<file path="src/rtl/rst_seq_ctrl.sv">
// rst_seq_ctrl: sequences per-domain active-low resets after clock lock.
// Waits for PLL_LOCKED, holds all resets for HOLD_CYCLES, then releases the
// domains one by one in ascending order, GAP_CYCLES apart. Lock loss or a
// software request re-asserts every domain reset.
// Optional: define RST_SEQ_EVENT_CNT_EN to add the saturating EVENT_CNT output.
module rst_seq_ctrl #(
  parameter int unsigned NUM_DOMAINS = 3,
  parameter int unsigned CNT_WIDTH   = 8,
  parameter int unsigned HOLD_CYCLES = 16,
  parameter int unsigned GAP_CYCLES  = 4
) (
  input  logic                   CLK,
  input  logic                   RST,
  input  logic                   PLL_LOCKED,
  input  logic                   SW_RST_REQ,
  output logic [NUM_DOMAINS-1:0] DOMAIN_RST_N,
  output logic                   RST_DONE,
  output logic                   BUSY
`ifdef RST_SEQ_EVENT_CNT_EN
  ,
  output logic [7:0]             EVENT_CNT
`endif
);

  localparam int unsigned IDX_W = (NUM_DOMAINS > 1) ? $clog2(NUM_DOMAINS) : 1;

  localparam logic [1:0] S_WAIT_LOCK = 2'd0;
  localparam logic [1:0] S_HOLD      = 2'd1;
  localparam logic [1:0] S_RELEASE   = 2'd2;
  localparam logic [1:0] S_RUN       = 2'd3;

  localparam logic [CNT_WIDTH-1:0] HOLD_LOAD = CNT_WIDTH'(HOLD_CYCLES - 1);
  localparam logic [CNT_WIDTH-1:0] GAP_LOAD  = CNT_WIDTH'(GAP_CYCLES - 1);
  localparam logic [IDX_W-1:0]     LAST_IDX  = IDX_W'(NUM_DOMAINS - 1);

  logic [1:0]             state;
  logic [1:0]             state_nxt;
  logic [CNT_WIDTH-1:0]   cnt;
  logic [CNT_WIDTH-1:0]   cnt_nxt;
  logic [IDX_W-1:0]       idx;
  logic [IDX_W-1:0]       idx_nxt;
  logic [NUM_DOMAINS-1:0] rst_n_nxt;
  logic                   done_nxt;
  logic                   busy_nxt;
  logic                   active;

  // Next-state and next-output logic; lock loss has priority over the software request
  always_comb begin
    state_nxt = state;
    cnt_nxt   = cnt;
    idx_nxt   = idx;
    rst_n_nxt = DOMAIN_RST_N;
    done_nxt  = 1'b0;
    active    = (state != S_WAIT_LOCK);

    if (active && !PLL_LOCKED) begin
      state_nxt = S_WAIT_LOCK;
      cnt_nxt   = '0;
      idx_nxt   = '0;
      rst_n_nxt = '0;
    end else if (active && SW_RST_REQ) begin
      // Reloaded every cycle the request is held, so the hold starts once it drops
      state_nxt = S_HOLD;
      cnt_nxt   = HOLD_LOAD;
      idx_nxt   = '0;
      rst_n_nxt = '0;
    end else begin
      case (state)
        S_WAIT_LOCK: begin
          if (PLL_LOCKED) begin
            state_nxt = S_HOLD;
            cnt_nxt   = HOLD_LOAD;
          end
        end
        S_HOLD: begin
          if (cnt == '0) begin
            rst_n_nxt[0] = 1'b1;
            idx_nxt      = IDX_W'(1);
            cnt_nxt      = GAP_LOAD;
            state_nxt    = (NUM_DOMAINS == 1) ? S_RUN : S_RELEASE;
          end else begin
            cnt_nxt = cnt - CNT_WIDTH'(1);
          end
        end
        S_RELEASE: begin
          if (cnt == '0) begin
            rst_n_nxt[idx] = 1'b1;
            if (idx == LAST_IDX) begin
              state_nxt = S_RUN;
            end else begin
              idx_nxt = idx + IDX_W'(1);
              cnt_nxt = GAP_LOAD;
            end
          end else begin
            cnt_nxt = cnt - CNT_WIDTH'(1);
          end
        end
        default: begin
          done_nxt = 1'b1;
        end
      endcase
    end

    busy_nxt = (state_nxt == S_HOLD) || (state_nxt == S_RELEASE);
  end

  // State, counter, index and registered outputs
  always_ff @(posedge CLK or negedge RST) begin
    if (!RST) begin
      state        <= S_WAIT_LOCK;
      cnt          <= '0;
      idx          <= '0;
      DOMAIN_RST_N <= '0;
      RST_DONE     <= 1'b0;
      BUSY         <= 1'b0;
    end else begin
      state        <= state_nxt;
      cnt          <= cnt_nxt;
      idx          <= idx_nxt;
      DOMAIN_RST_N <= rst_n_nxt;
      RST_DONE     <= done_nxt;
      BUSY         <= busy_nxt;
    end
  end

`ifdef RST_SEQ_EVENT_CNT_EN
  logic sw_seen;
  logic event_hit;

  // A re-assert event: lock loss, or the first accepted cycle of a software request
  always_comb begin
    event_hit = active && (!PLL_LOCKED || (SW_RST_REQ && !sw_seen));
  end

  // Saturating re-assert event counter
  always_ff @(posedge CLK or negedge RST) begin
    if (!RST) begin
      sw_seen   <= 1'b0;
      EVENT_CNT <= '0;
    end else begin
      sw_seen <= active && PLL_LOCKED && SW_RST_REQ;
      if (event_hit && (EVENT_CNT != 8'hFF)) begin
        EVENT_CNT <= EVENT_CNT + 8'd1;
      end
    end
  end
`endif

endmodule

</file>
<file path="config.mk">
export PLATFORM = sky130hd
export DESIGN_NAME = rst_seq_ctrl
export DESIGN_NICKNAME = d
export VERILOG_FILES = /design/src/rtl/rst_seq_ctrl.sv
export SDC_FILE = /design/constraint.sdc
export NUM_CORES = 1
export LEC_CHECK = 0
export ABC_CLOCK_PERIOD_IN_PS = 2910
export CAP_MARGIN = 15
export CORE_MARGIN = 1
export CORE_UTILIZATION = 50
export CTS_BUF_LIST = sky130_fd_sc_hd__clkbuf_16
export DETAILED_ROUTE_END_ITERATION = 7
export GPL_TIMING_DRIVEN = 0
export PLACE_DENSITY = 0.7
export SKIP_CTS_REPAIR_TIMING = 1
export SYNTH_ARGS = -nofsm -noshare
export SYNTH_HDL_FRONTEND = slang
export SYNTH_SLANG_ARGS = --single-unit
export TNS_END_PERCENT = 1
</file>
<file path="constraint.sdc">
create_clock -name CLK -period 2.91 [get_ports CLK]
set_input_delay 0.582 -clock CLK [delete_from_list [all_inputs] [get_ports CLK]]
set_output_delay 0.582 -clock CLK [all_outputs]
set_load 0.02 [all_outputs]
</file>
# Yosys cells after proc, flatten, opt, wreduce, memory -nomap -nowiden
# Index checks and enable logic that the tools add are counted.
word_totals:
  out_inout_bits: 5
  in_bits: 4
  ff_bits: 17
  wordCells: 70
op_classes:
  addsub: 2
  eq_ne: 10
  reduce_logical: 17
  order_cmp: 2
  bitwise: 1
  mux: 31
op_table:
  columns: ["cell", "count"]
  rows:
  - ["$mux W8", 6]
  - ["$mux W2", 12]
  - ["$pmux W8 S3", 1]
  - ["$ne A4 B4 Y1 const B", 4]
  - ["$mux W3", 3]
  - ["$logic_not A8 Y1", 1]
  - ["$sub A8 B1 Y8 const B", 1]
  - ["$eq A2 B2 Y1 const B", 3]
  - ["$pmux W2 S3", 1]
  - ["$reduce_and A3 Y1", 2]
  - ["$reduce_bool A3 Y1", 2]
  - ["$mux W1", 5]
  - ["$ne A5 B5 Y1 const B", 1]
  - ["$reduce_bool A5 Y1", 1]
  - ["$eq A2 B1 Y1 const B", 2]
  - ["$pmux W2 S2", 1]
  - ["$reduce_and A4 Y1", 1]
  - ["$reduce_bool A4 Y1", 1]
  - ["$logic_and A1 B1 Y1", 3]
  - ["$lt A2 B3 Y1 const B", 1]
  - ["$or A3 B3 Y3", 1]
  - ["$reduce_or A3 Y1", 1]
  - ["$add A2 B1 Y2 const B", 1]
  - ["$demux W1 S2", 1]
  - ["other kinds (7)", 7]

# Depth between registers and ports, before layout
# Gate-level depths: netlist of run 1.
depth:
  ltp_word: 9
  ltp_mapped: 8
  ltp_nobuf: 7

# Least setup slack after synthesis of run 1
# No wires, ideal clock.
synth_path:
  kind: "register -> register"
  from: "reg cnt[0]"
  to: "reg cnt[4]"
  synth_period_minus_slack_ns: 2.145
  n_path_buf: 1
  stages_incl_launch_ff: 9
  setup_time_ns: 0.110
  t_arrival_ns: 2.035
  required_time_ns: 2.800
  path_slack_ns: 0.765
  path_cell_list: "dfrtp_1 -> inv_1 -> ha_1 -> or3b_2 -> or2_2 -> o31ai_2 -> buf_2 -> o21ai_0 -> o41ai_1"
synth_via:
  elab_chain_len: 5
  elab_cells_between_ends: 9
  classes_between: "1 x add/sub; 1 x eq/ne; 5 x mux; 2 x reduce/logical"
synth_rtl:
  columns: ["item", "line", "text"]
  rows:
  - ["from (decl)", "38", "logic [CNT_WIDTH-1:0] cnt;"]
  - ["from (signal assigned)", "118", "cnt <= cnt_nxt;"]
  - ["$sub A8 B1 Y8 / $logic_not A8 Y1 (equally long branches)", null, null]
  - ["$mux W8, on equally long branches", "86, 76", null]
  - ["$pmux W8 S3", "68", "case (state)"]
  - ["$mux W8", "61", "end else if (active && SW_RST_REQ) begin"]
  - ["$mux W8", "56", "if (active && !PLL_LOCKED) begin"]
# Parallel ways exist; a longest one is shown, timed or not.
# A chain may end at the register's enable or synchronous reset.

# Worst setup path in the final report of run 1
layout_path:
  from: "reg cnt[0]"
  to: "reg cnt[5]"
# Same word-level chain as after synthesis.

==> results of run 1 <==
## sequential cells by signal, summed over array words and instances, names as in the netlist
| register | cells |
|---|---|
| DOMAIN_RST_N | 3 |
| RST_DONE | 1 |
| BUSY | 1 |
| cnt | 8 |
| state | 2 |
| idx | 2 |
## layer usage
metal,part of all wire (%),vias up
li1,-,455
met1,50,414
met2,46,17
met3,3.4,4
met4,1.2,0
met5,0,-
## power by group
| group | total (mW) | internal (mW) | switching, mW | leakage [nW] |
|---|---|---|---|---|
| registers | 0.364 | 0.302 | 0.0616 | 0.218 |
| logic | 0.648 | 0.281 | 0.367 | 0.304 |
| clock network | 0.276 | 0.184 | 0.0921 | 0.0409 |
## critical path, stage by stage, from the launching register on
cell and delay (ns):
dfrtp_1 0.39, inv_1 0.11, ha_1 0.15, or3b_2 0.49, or2_2 0.33, o31ai_2 0.37, buf_2 0.27, o21ai_0 0.12
o41ai_1 0.07
## metrics by stage
step / instance area [um2] / hold slack (ns)
3_5_place_dp: 1220 / 0.496
3_3_place_gp: 1220 / 0.477
2_1_floorplan: 1110 / 0.286
5_1_grt: 1310 / 0.533
4_1_cts: 1310 / 0.507
6_report: 1310 / 0.497
## cells in the final DEF (no fill, tap or decap)
| cell type | count |
|---|---|
| nor4_1 | 2 |
| clkdlybuf4s50_1 | 8 |
| o41ai_1 | 2 |
| a31oi_1 | 3 |
| xnor2_1 | 1 |
| or4_4 | 1 |
| o21ba_2 | 2 |
| clkinv_2 | 1 |
| inv_1 | 11 |
| nand4b_1 | 1 |
| a21oi_1 | 4 |
| or4_1 | 2 |
| or2_2 | 3 |
| buf_2 | 1 |
| clkbuf_16 | 3 |
| o2111ai_1 | 1 |
| nand2_1 | 6 |
| nor3_1 | 3 |
| o221ai_1 | 1 |
| o311ai_2 | 1 |
| o31ai_2 | 1 |
| o31ai_1 | 5 |
| a21o_1 | 1 |
| o21a_1 | 1 |
| o21ai_0 | 9 |
| a32oi_1 | 2 |
| nor2b_1 | 3 |
| nand2b_1 | 5 |
| or3b_2 | 1 |
| o211ai_1 | 1 |
| nor2_1 | 13 |
| dfrtp_1 | 17 |
| and2_1 | 1 |
| a2bb2oi_1 | 1 |
| a311oi_1 | 1 |
| ha_1 | 12 |
## worst max-delay path by stage
stage	to	slack, ns	cells past startpoint
after CTS	cnt[4]$_DFFE_PN0P_	0.52	8
after detailed placement	cnt[4]$_DFFE_PN0P_	0.34	6
after global placement	cnt[5]$_DFFE_PN0P_	0.27	6
after global routing	cnt[5]$_DFFE_PN0P_	0.36	8
final	cnt[5]$_DFFE_PN0P_	0.50	8
after floorplan	cnt[4]$_DFFE_PN0P_	0.77	8
## cells by family after synthesis
group | Yosys count
DFF | 17
buffers and inverters | 12
xor gates and xnor gates | 1
and+or+nand+nor | 41
AOI/OAI and AO/OA | 36
adders and majority gates | 12
## layout make-up
cell class	instances	area share, %
Timing Repair Buffer	8	6.14
Buffer	1	0.384
Sequential cell	17	32.6
Inverter	11	3.16
Clock inverter	1	0.384
Multi-Input combinational cell	90	49.0
Tap cell	27	2.59
Clock buffer	3	5.75
==> flow_metrics.env, run 1 <==
export IMPL_via_count=890
export IMPL_yosys_area_share_simple_pct=19.6
export IMPL_fin_tns_setup_ns=0
export IMPL_synth_top_family_by_area="compound AO/OA/AOI/OAI gates"
export IMPL_port_buffers=8
export IMPL_clock_latency_ns=0.25
export IMPL_use_met1_pct=26.2
export IMPL_stdcell_count=158
export IMPL_grtUsageTotal_pct=20.7
export IMPL_top_usage_layer="met2"
export IMPL_synthAdderAreaFrac_pct=13.5
export IMPL_drt_iter0_markers=13
export IMPL_cp_required_ns=3.05
export IMPL_ant_nets=0
export IMPL_min_to="DOMAIN_RST_N[1]$_DFFE_PN0P_"
export IMPL_hold_viol_final=0
export IMPL_layout_drive_gt1_share_pct=10.7
export IMPL_startpoint="cnt[0]$_DFFE_PN0P_"
export IMPL_die_area_mm2=0.00241
export IMPL_leakagePower_nw=0.563
export IMPL_cts_root_buf="clkbuf_16"
export IMPL_finalWeightedCongestion=0.875
export IMPL_drv_slew=0
export IMPL_fmax_mhz=415
export IMPL_synthDistinctLibCells=33
export IMPL_pre_cts_ws_ns=0.338
export IMPL_antenna_cells=0
export IMPL_syn_avg_cell_area_um2=9.34
export IMPL_ys_top_cells_by_area="dfrtp_1, ha_1, nor2_1"
export IMPL_wirelength_um=2180
export IMPL_syn_to_final_growth_pct=17.5
export IMPL_hpwlAfterDp_um=1650
export IMPL_num_fill_cells=177
export IMPL_fin_crit_sh_pct=82.9
export IMPL_min_period_ns=2.41
export IMPL_start_util_pct=55.0
export IMPL_rr_worst_depth=8
export IMPL_dr_pass1_iters=4
export IMPL_rows=16
export IMPL_rsz0062_at_grt="no"
export IMPL_drc_errors=0
export IMPL_regToRegSetupSlack_ns=0.50
export IMPL_synth_most_common_cell="dfrtp_1"
export IMPL_register_area_um2=425
export IMPL_synth_fp_nets=135
export IMPL_multiInputGateArea_um2=639
export IMPL_clock_sinks=17
export IMPL_htree_levels=1
export IMPL_cts_tree="done"
export IMPL_yosysTopAreaCell="dfrtp_1"
export IMPL_synthXorXnorAreaFrac_pct=0.788
export IMPL_setup_viol=0
export IMPL_met3_usage_pct=3.12
export IMPL_avgRoutedWirePerCell_um=13.8
export IMPL_ys_ff_latch=17
export IMPL_vias_per_cell=5.63
export IMPL_syn_area_mm2=0.00111
export IMPL_endpoint_kind="flip-flop"
export IMPL_coreArea_mm2=0.00202
export IMPL_powerDensity_mw_per_mm2=987
export IMPL_relSlewSlack_pct=49.2
export IMPL_antenna_found_initial=0
export IMPL_synth_top_area_share_pct=38.3
export IMPL_worstReg2RegStart="cnt[0]$_DFFE_PN0P_"
export IMPL_whs_path_depth=2
export IMPL_grt_ovfl_total=0
export IMPL_io_pins=9
export IMPL_die_x_um=49.1
export IMPL_seq_area_frac_synth_pct=38.3
export IMPL_fin_util_pct=64.5
export IMPL_yosys_top_cells_count="dfrtp_1, nor2_1, ha_1, inv_1, o21ai_0"
export IMPL_outcome="finished, final reports clean"
export IMPL_min_from="DOMAIN_RST_N[1]$_DFFE_PN0P_"
export IMPL_start_kind="flip-flop"
export IMPL_first_global_vias=876
export IMPL_synth_mux_area_fraction_pct=0
export IMPL_synth_flop_cell="dfrtp_1"
export IMPL_synth_warnings=0
export IMPL_cts_buffers=3
export IMPL_grt_pass1_wl_um=3810
export IMPL_crit_arrival_ns=2.55
export IMPL_die_h_um=49.1
export IMPL_synth_edf_count=0
export IMPL_cp_max_fo=10
export IMPL_cap_violations=0
export IMPL_clk_pin_slew_worst_paths_ns=0.05
export IMPL_cts_max_path_buffers=2
export IMPL_synth_compound_area_share_pct=23.6
export IMPL_grt_max_degree=18
export IMPL_grt_met2_usage_pct=34.5
export IMPL_crit_type="flip-flop to flip-flop"
export IMPL_finClkSkew_ns=0.00215
export IMPL_holdCritPathClass="flip-flop to flip-flop"
export IMPL_layout_nets=148
export IMPL_rr_endpoint="cnt[5]$_DFFE_PN0P_"
export IMPL_setup_ws_ns=0.499
export IMPL_worstMarginPinSlew_ns=0.759
export IMPL_synthCells=119
export IMPL_dp_cells=154
export IMPL_p_total_mw=1.29
export IMPL_vdd_drop_max_mv=0.522
export IMPL_synthArstFlopShare_pct=100
Power figures use the tool's default switching activity.
==> run 2, diff against run 1 <==
--- a/config.mk
+++ b/config.mk
@@ -5,14 +5,14 @@
 export SDC_FILE = /design/constraint.sdc
 export NUM_CORES = 1
 export LEC_CHECK = 0
-export ABC_CLOCK_PERIOD_IN_PS = 2910
+export ABC_CLOCK_PERIOD_IN_PS = 2100
 export CAP_MARGIN = 15
 export CORE_MARGIN = 1
 export CORE_UTILIZATION = 50
 export CTS_BUF_LIST = sky130_fd_sc_hd__clkbuf_16
 export DETAILED_ROUTE_END_ITERATION = 7
 export GPL_TIMING_DRIVEN = 0
-export PLACE_DENSITY = 0.7
+export PLACE_DENSITY = 0.73
 export SKIP_CTS_REPAIR_TIMING = 1
 export SYNTH_ARGS = -nofsm -noshare
 export SYNTH_HDL_FRONTEND = slang
==> constraint.sdc (replaced) <==
create_clock -name CLK -period 2.1 [get_ports CLK]
set_input_delay 0.42 -clock CLK [delete_from_list [all_inputs] [get_ports CLK]]
set_output_delay 0.42 -clock CLK [all_outputs]
set_load 0.02 [all_outputs]
==> run 2 against run 1 <==
Compared with the run above: the run now ends with negative setup slack left; core utilization up 5.6 points; hold slack better by 0.0026 ns; sequential power up 43%; register-to-register slack worse by 0.51 ns; first-iteration DRC count up 120%; count of clock-buffer cells in the layout unchanged; critical path depth down 1; critical endpoint is now BUSY$_DFF_PN0_; global-route usage up 0.25 points; critical path type unchanged; power up 55%; clock skew down 0.0015 ns.
==> flow_metrics.env, run 2 (synthesis gave the netlist of run 1 again) <==
export IMPL_outcome="finished with violations"
export IMPL_violations="negative setup slack"
export IMPL_hold_viol_final=0
export IMPL_grt_pass1_wl_um=3840
export IMPL_clock_latency_ns=0.25
export IMPL_antenna_found_initial=0
export IMPL_clk_pin_slew_worst_paths_ns=0.05
export IMPL_top_regs="cnt x8, DOMAIN_RST_N x3"
export IMPL_critPathMaxStageDelay_ns=0.49
export IMPL_min_period_ns=2.11
export IMPL_die_h_um=49.1
export IMPL_die_area_mm2=0.00241
export IMPL_grtUsageTotal_pct=20.9
export IMPL_cp_required_ns=2.21
export IMPL_coreArea_mm2=0.00202
export IMPL_vdd_drop_max_mv=1.00
export IMPL_stdcell_count=161
export IMPL_antenna_cells=0
export IMPL_endpoint_kind="flip-flop"
export IMPL_first_global_vias=870
export IMPL_critPathSlowestCell="or4_4"
export IMPL_worstMarginPinSlew_ns=0.764
export IMPL_cts_max_path_buffers=2
export IMPL_io_pins=9
export IMPL_hpwlAfterDp_um=1640
export IMPL_syn_to_final_growth_pct=27.6
export IMPL_grt_max_degree=18
export IMPL_leakagePower_nw=0.589
export IMPL_cts_tree="done"
export IMPL_cts_buffers=3
export IMPL_holdCritPathClass="flip-flop to flip-flop"
export IMPL_worstPathCellList="inv_2, ha_1, or3b_4, or4_4, a32oi_2, xnor2_1, a21oi_1"
export IMPL_start_util_pct=55.0
export IMPL_cap_violations=0
export IMPL_rows=16
export IMPL_fin_tns_setup_ns=-0.0147
export IMPL_drc_errors=0
export IMPL_die_x_um=49.1
export IMPL_grt_ovfl_total=0
export IMPL_clock_sinks=17
export IMPL_setup_viol=1
export IMPL_cts_root_buf="clkbuf_16"
export IMPL_final_common_cell="dfrtp_1"
export IMPL_num_fill_cells=145
export IMPL_layout_drive_gt1_share_pct=24.6
export IMPL_crit_arrival_ns=2.23
export IMPL_pre_cts_ws_ns=-0.369
export IMPL_crit_type="flip-flop to flip-flop"
export IMPL_layout_nets=151
export IMPL_p_total_mw=2.00
export IMPL_dp_cells=154
export IMPL_finalWeightedCongestion=0.891
export IMPL_drv_slew=0
export IMPL_finClkSkew_ns=0.000642
export IMPL_avgRoutedWirePerCell_um=15.3
export IMPL_relSlewSlack_pct=48.9
export IMPL_ant_nets=0
export IMPL_register_area_um2=429
export IMPL_cp_buffers_inverters=1
export IMPL_start_kind="flip-flop"
export IMPL_largest_reg_flops=8
export IMPL_wirelength_um=2460
export IMPL_via_count=925
export IMPL_multiInputGateArea_um2=723
export IMPL_cp_max_fo=5
export IMPL_vias_per_cell=5.75
export IMPL_cp_top_family="simple AND/OR/NAND/NOR gates"
export IMPL_fmax_mhz=473
export IMPL_largest_register="cnt"
export IMPL_powerDensity_mw_per_mm2=1410
export IMPL_drt_iter0_markers=28
export IMPL_mostFrequentLayoutCells="dfrtp_1, nor2_1, ha_1"
export IMPL_setup_ws_ns=-0.0147
export IMPL_htree_levels=1
export IMPL_dr_pass1_iters=4
export IMPL_port_buffers=8
export IMPL_rsz0062_at_grt="yes"
export IMPL_fin_crit_sh_pct=101
run 2: cell types whose count changed in the layout (fill, tap and decap cells not counted), sizes merged:
cell / before / now
buf: 1 / 4
clkinv: 1 / 0
inv: 11 / 12
run 2: tightest hold or removal path: stages (launching register included):
cell	delay (ns)
dfrtp_1	0.34
a31oi_1	0.04
nor2_1	0.08
run 2: layout make-up:
class	instances	share of cell area, %
tap	27	2.38
multi-input combinational	90	51.0
sequential	17	30.3
buffer	1	0.794
timing repair buffer	11	7.06
clock buffer	3	5.30
inverter	11	2.91
clock inverter	1	0.265
run 2: final timing paths:
kind / from / end / slack (ns) / cells past startpoint
worst max-delay path: cnt[0]$_DFFE_PN0P_ / BUSY$_DFF_PN0_ / -0.01 / 7
worst min-delay path: DOMAIN_RST_N[1]$_DFFE_PN0P_ / DOMAIN_RST_N[1]$_DFFE_PN0P_ / 0.50 / 2
worst max register to register: cnt[0]$_DFFE_PN0P_ / BUSY$_DFF_PN0_ / -0.01 / 7
worst min register to register: DOMAIN_RST_N[1]$_DFFE_PN0P_ / DOMAIN_RST_N[1]$_DFFE_PN0P_ / 0.50 / 2
max in group asynchronous: RST / cnt[4]$_DFFE_PN0P_ / 0.95 / 1
min in group asynchronous: RST / RST_DONE$_DFF_PN0_ / 0.62 / 1
run 2: routing by layer:
metal | vias to the layer above | GRT usage [%] | wire [um]
li1 | 460 | - | -
met2 | 26 | 32.0 | 1160
met1 | 439 | 28.1 | 1200
met5 | - | 0 | 0
met3 | 0 | 5.92 | 92
met4 | 0 | 7.84 | 0
run 2: per-stage QoR:
step / area (um2) / utilization, % / hold slack (ns)
2_1_floorplan: 1120 / - / 0.124
4_1_cts: 1320 / 65.0 / 0.508
3_5_place_dp: 1240 / 61.1 / 0.489
6_report: 1420 / 70.1 / 0.500
5_1_grt: 1420 / 70.1 / 0.522
3_3_place_gp: 1240 / 61.1 / 0.479
run 2: power breakdown:
part | switching (mW) | internal, mW | leakage (nW) | total [mW]
Sequential | 0.0978 | 0.422 | 0.214 | 0.520
Clock | 0.127 | 0.253 | 0.0423 | 0.380
Combinational | 0.602 | 0.494 | 0.333 | 1.10
Total | 0.826 | 1.17 | 0.589 | 2.00
